===== src/rtl/ps2_host_tx.sv =====
// PS/2 host-to-device transmitter: request-to-send, 11-bit frame shifted out on
// device clock falls, ACK check, and a device-silence timeout.
module ps2_host_tx #(
  parameter int unsigned INHIBIT_CYCLES = 2500,
  parameter int unsigned TIMEOUT_CYCLES = 375000,
  parameter int unsigned FILTER_LEN     = 4
) (
  input  logic       clk,
  input  logic       rst,
  input  logic [7:0] tx_data,
  input  logic       tx_valid,
  output logic       tx_ready,
  input  logic       ps2_clk_in,
  input  logic       ps2_data_in,
  output logic       ps2_clk_oe,
  output logic       ps2_data_oe,
  output logic       busy,
  output logic       tx_done,
  output logic       tx_error
);

  localparam int unsigned TMR_MAX = (TIMEOUT_CYCLES > INHIBIT_CYCLES) ? TIMEOUT_CYCLES : INHIBIT_CYCLES;
  localparam int unsigned TMR_W   = $clog2(TMR_MAX + 1);
  localparam int unsigned FLT_W   = $clog2(FILTER_LEN + 1);

  typedef enum logic [2:0] {
    S_IDLE, S_INHIBIT, S_START, S_SEND, S_ACK, S_WAIT_IDLE
  } state_e;

  state_e           state_q, state_d;
  logic [1:0]       clk_sync_q, data_sync_q;
  logic             clk_filt_q, clk_filt_d;
  logic [FLT_W-1:0] flt_cnt_q, flt_cnt_d;
  logic [8:0]       shift_q, shift_d;
  logic [3:0]       bitcnt_q, bitcnt_d;
  logic [TMR_W-1:0] timer_q, timer_d, timer_inc;
  logic             clk_oe_q, clk_oe_d, data_oe_q, data_oe_d;
  logic             busy_q, busy_d, done_q, done_d, error_q, error_d, ready_q, ready_d;
  logic             clk_s, data_s, fall, timeout;

  assign clk_s     = clk_sync_q[1];
  assign data_s    = data_sync_q[1];
  assign timer_inc = (timer_q == TMR_W'(TMR_MAX)) ? timer_q : timer_q + TMR_W'(1);
  assign timeout   = (timer_q >= TMR_W'(TIMEOUT_CYCLES - 1));

  // Glitch filter: the level flips only after FILTER_LEN consecutive differing samples.
  always_comb begin
    clk_filt_d = clk_filt_q;
    flt_cnt_d  = '0;
    fall       = 1'b0;
    if (clk_s != clk_filt_q) begin
      if (flt_cnt_q == FLT_W'(FILTER_LEN - 1)) begin
        clk_filt_d = clk_s;
        fall       = clk_filt_q;
      end else begin
        flt_cnt_d = flt_cnt_q + FLT_W'(1);
      end
    end
  end

  always_comb begin
    state_d   = state_q;
    shift_d   = shift_q;
    bitcnt_d  = bitcnt_q;
    timer_d   = timer_inc;
    clk_oe_d  = clk_oe_q;
    data_oe_d = data_oe_q;
    done_d    = 1'b0;
    error_d   = 1'b0;
    case (state_q)
      S_IDLE: begin
        timer_d   = '0;
        clk_oe_d  = 1'b0;
        data_oe_d = 1'b0;
        if (tx_valid && ready_q) begin
          shift_d  = {~^tx_data, tx_data};
          bitcnt_d = '0;
          clk_oe_d = 1'b1;
          state_d  = S_INHIBIT;
        end
      end
      S_INHIBIT: begin
        clk_oe_d = 1'b1;
        if (timer_inc >= TMR_W'(INHIBIT_CYCLES)) begin
          clk_oe_d  = 1'b0;
          data_oe_d = 1'b1;
          timer_d   = '0;
          state_d   = S_START;
        end else begin
          data_oe_d = (timer_inc == TMR_W'(INHIBIT_CYCLES - 1));
        end
      end
      S_START: begin
        bitcnt_d = '0;
        state_d  = S_SEND;
      end
      S_SEND: begin
        if (timeout) begin
          clk_oe_d  = 1'b0;
          data_oe_d = 1'b0;
          error_d   = 1'b1;
          state_d   = S_IDLE;
        end else if (fall) begin
          // Shifting in ones makes the tenth bit the stop bit.
          data_oe_d = ~shift_q[0];
          shift_d   = {1'b1, shift_q[8:1]};
          bitcnt_d  = bitcnt_q + 4'd1;
          timer_d   = '0;
          if (bitcnt_q == 4'd9) state_d = S_ACK;
        end
      end
      S_ACK: begin
        if (timeout) begin
          clk_oe_d  = 1'b0;
          data_oe_d = 1'b0;
          error_d   = 1'b1;
          state_d   = S_IDLE;
        end else if (fall) begin
          timer_d = '0;
          if (!data_s) begin
            state_d = S_WAIT_IDLE;
          end else begin
            error_d = 1'b1;
            state_d = S_IDLE;
          end
        end
      end
      S_WAIT_IDLE: begin
        if (clk_filt_q && data_s) begin
          done_d  = 1'b1;
          state_d = S_IDLE;
        end else if (timeout) begin
          clk_oe_d  = 1'b0;
          data_oe_d = 1'b0;
          error_d   = 1'b1;
          state_d   = S_IDLE;
        end
      end
      default: state_d = S_IDLE;
    endcase
    busy_d  = (state_d != S_IDLE);
    ready_d = (state_d == S_IDLE) && !done_d && !error_d;
  end

  always_ff @(posedge clk) begin
    if (rst) begin
      state_q     <= S_IDLE;
      clk_sync_q  <= 2'b11;
      data_sync_q <= 2'b11;
      clk_filt_q  <= 1'b1;
      flt_cnt_q   <= '0;
      shift_q     <= '0;
      bitcnt_q    <= '0;
      timer_q     <= '0;
      clk_oe_q    <= 1'b0;
      data_oe_q   <= 1'b0;
      busy_q      <= 1'b0;
      done_q      <= 1'b0;
      error_q     <= 1'b0;
      ready_q     <= 1'b0;
    end else begin
      state_q     <= state_d;
      clk_sync_q  <= {clk_sync_q[0], ps2_clk_in};
      data_sync_q <= {data_sync_q[0], ps2_data_in};
      clk_filt_q  <= clk_filt_d;
      flt_cnt_q   <= flt_cnt_d;
      shift_q     <= shift_d;
      bitcnt_q    <= bitcnt_d;
      timer_q     <= timer_d;
      clk_oe_q    <= clk_oe_d;
      data_oe_q   <= data_oe_d;
      busy_q      <= busy_d;
      done_q      <= done_d;
      error_q     <= error_d;
      ready_q     <= ready_d;
    end
  end

  assign tx_ready    = ready_q;
  assign ps2_clk_oe  = clk_oe_q;
  assign ps2_data_oe = data_oe_q;
  assign busy        = busy_q;
  assign tx_done     = done_q;
  assign tx_error    = error_q;

endmodule


===== config.mk =====
export PLATFORM = sky130hd
export DESIGN_NAME = ps2_host_tx
export DESIGN_NICKNAME = d
export VERILOG_FILES = /design/src/rtl/ps2_host_tx.sv
export SDC_FILE = /design/constraint.sdc
export NUM_CORES = 1
export LEC_CHECK = 0
export CAP_MARGIN = 10
export CORE_MARGIN = 10
export CORE_UTILIZATION = 30
export DETAILED_ROUTE_END_ITERATION = 12
export DONT_BUFFER_PORTS = 1
export PLACE_DENSITY = 0.43
export SLEW_MARGIN = 20
export SYNTH_ARGS = -nofsm -noshare
export SYNTH_HDL_FRONTEND = slang
export SYNTH_SLANG_ARGS = --single-unit

===== constraint.sdc =====
create_clock -name clk -period 7.35 [get_ports clk]
set_input_delay 1.1025 -clock clk [delete_from_list [all_inputs] [get_ports clk]]
set_output_delay 1.1025 -clock clk [all_outputs]
set_load 0.005 [all_outputs]

==> metrics.txt <==
clock-pin slew on the worst setup and hold paths=0.10 ns; combinational share of power=7.7%; IO Port Bufs=0; synthesis-stage register bit count=49; gpl congestion=0.8332; Routed WL per cell=16.08 um; TritonCTS Buffers=5; vias in the first global route=2483; met1 wire length=3756 um; switch share=23.11%; CTS Buffer Depth=2; HP Class=flop to flop; Syn Inst Count=365; R2R Setup Slk=4.24 ns; Post-synth EDFFs=0; IO Pins=19; CORE AREA=0.01018 mm2; Max Clock Freq=0.3214 GHz; CTS sink cnt=49; Final Hold Fails=0; first-pass GRT wire length=12850 um; Rel. slew slack=53.17%; fraction of registers with async set/reset=0%; initial antenna violation count=0; Startpoint Class=flop; Crit Path Category=flop to flop; final wirelength=7847 um; Routed met3 length=353 um; fraction of layout cells with a size suffix above 1=12.78%; Yosys warnings=0; prevailing post-synth register cell=dfxtp_1; Clock power frac=37.7%; area of the mapped netlist=0.003099 mm2; top cells by area, synth=dfxtp_1, xnor2_1, nand2_1; Reg-to-Reg Start=timer_q[3]$_SDFF_PP0_; hold path endpoint=clk_sync_q[1]$_SDFF_PP1_; worst vdd ir=76.98 uV; post-synthesis sequential area ratio=31.65%; synthesized netlist net count=384; syn avg cell area=8.491 um2; width of the die=121.6 um; area delta synth->final=3.835%; worst slew pin tran=0.7024 ns; Initial Util=30.43%; hold path startpoint=clk_sync_q[0]$_SDFF_PP1_; die area=0.01480 mm2; Cell Pwr Density=159.6 mW/mm2; Die Height=121.6 um; critical path arrival=3.31 ns; CTS tree=yes; root buf cell=clkbuf_8; outcome=completed; Period Utilization, post-route=42.33%; post-DR vias/cell=5.363; DP Wirelength=5669 um; H-tree depth=2; Core Util, Final=31.60%; register share of total power=54.7%; P_leak=1.115 nW; R2R Path End=state_q[1]$_SDFF_PP0_; worst skew pair latency=0.30 ns; skew final=0.01329 ns; Hold Buf Count CTS=0; Synth area leader=dfxtp_1; DRC Markers=0; largest net degree at the start of global routing=48; vias=2617; setup bufs post-CTS=0; GRT Util Overall=10.48%; DRT Pass-1 Iters=4; Final Net Count=370; internal power=0.0003949 W; setup TNS=0 ns; max cap viols=0; Rows=37; top-area cell type share of the netlist area=31.65%; unrepaired setup endpoints after global routing=no; DR iter-0 viols=235; antenna-violating nets left=0; post-cts resize count=0; switching pwr=0.0001187 W; Distinct cells, synth=67; reg2reg path depth=6; minimum clock period after layout=3.111 ns; met2 WL=3668 um; final setup fails=0; remaining global-route overflow=0; max layer used=met4; nature of the critical path endpoint=flop; Ant. Diodes=0; Pins Over Slew Limit=0; crit-path max FO=15; Critical Path RT=7.55 ns; cell depth of the worst min-delay path=1
==> cell usage in the layout, fill, tap and decap left out, types with 4 or more instances in the layout <==
master | synthesis | final
nor2_1 | 26 | 26
dfxtp_1 | 49 | 49
o211ai_1 | 7 | 7
clkbuf_8 | 5 | 5
nand4_1 | 6 | 6
a21oi_1 | 11 | 11
o22ai_2 | 7 | 7
nand2b_1 | 5 | 5
xor2_1 | 10 | 10
ha_1 | 6 | 6
or2_2 | 5 | 5
xnor2_1 | 18 | 18
nor3_1 | 24 | 23
a311oi_1 | 9 | 9
o32ai_1 | 4 | 4
a31oi_1 | 4 | 4
o21ai_0 | 9 | 9
inv_1 | 10 | 10
nand2_1 | 41 | 41
or2b_2 | 6 | 6
nand3_1 | 17 | 17
and3_1 | 4 | 4
==> registers in the layout (all words and copies together), names as in the netlist, 2 cells and up <==
name and count:
bitcnt_q 4, state_q 3, clk_sync_q 2, flt_cnt_q 3, data_sync_q 2, timer_q 19
shift_q 9
==> Yosys cell counts (6+ instances only) <==
master,n
dfxtp_1,49
nand2_1,41
nor2_1,26
nor3_1,24
xnor2_1,18
nand3_1,17
a21oi_1,11
clkbuf_1,10
inv_1,10
xor2_1,10
a311oi_1,9
o21ai_0,9
o211ai_1,7
o22ai_2,7
ha_1,6
nand4_1,6
or2b_2,6
==> area by class of cell <==
type                            count  area (um2)
Multi-Input combinational cell    283        1903
Sequential cell                    49       980.9
Fill cell                        1134        6967
Timing Repair Buffer                2       15.01
Clock buffer                        6       72.57
Clock inverter                      2       38.79
Inverter                           10       37.54
Tap cell                          136       170.2
==> worst max-delay path by stage <==
stage | slack [ns] | to | depth (start not counted) | from
2_1_floorplan | 5.04 | state_q[0]$_SDFF_PP0_ | 9 | timer_q[3]$_SDFF_PP0_
3_3_place_gp | 4.26 | state_q[1]$_SDFF_PP0_ | 6 | timer_q[3]$_SDFF_PP0_
3_5_place_dp | 4.27 | state_q[1]$_SDFF_PP0_ | 6 | timer_q[3]$_SDFF_PP0_
4_1_cts | 4.26 | state_q[1]$_SDFF_PP0_ | 6 | timer_q[3]$_SDFF_PP0_
5_1_grt | 4.06 | timer_q[6]$_SDFF_PP0_ | 6 | timer_q[3]$_SDFF_PP0_
6_report | 4.24 | state_q[1]$_SDFF_PP0_ | 6 | timer_q[3]$_SDFF_PP0_
==> per-layer routing <==
layer,up-vias,track usage [%]
li1,1305,-
met1,1255,13.60
met2,51,17.25
met3,6,2.266
met4,0,2.608
met5,-,0
==> per-stage QoR <==
step,instances,hold slack (ns),power [W],setup WS (ns),area [um2]
global placement,480,0.3964,0.0003269,4.263,3102
finish,488,0.4196,0.0005136,4.239,3218
detailed placement,480,0.4019,0.0003265,4.266,3102
floorplan,365,0.3895,0.0003211,5.038,3099
global route,488,0.4366,0.0005361,4.058,3218
CTS,488,0.4274,0.0005239,4.261,3213
==> cell families (layout without fill, tap and decap cells) <==
group / after synthesis / count (layout) / share of synthesized area [%]
simple gates: 169 / 169 / 30.28
compound gates: 76 / 76 / 19.22
flops: 49 / 49 / 31.65
buf+inv: 33 / 20 / 7.105
xor+xnor: 28 / 28 / 7.913
fa+ha+maj: 6 / 6 / 2.422
mux: 4 / 4 / 1.413
==> power by group through the flow <==
stage / Clock, W / Combinational (W) / Sequential [W]
2_1_floorplan: 0 / 0.0000372 / 0.000284
3_3_place_gp: 0 / 0.0000398 / 0.000287
3_5_place_dp: 0 / 0.0000396 / 0.000287
4_1_cts: 0.000203 / 0.0000396 / 0.000281
5_1_grt: 0.000210 / 0.0000441 / 0.000282
6_report: 0.000194 / 0.0000393 / 0.000281
==> critical path, cell delays in order, from the launching register on <==
cell and delay, ns:
dfxtp_1 0.68, nand4_4 0.23, nor4_4 0.50, o211ai_1 0.16, a211o_1 0.36, a2111o_1 0.70, o221a_1 0.36
Power figures use the tool's default switching activity.
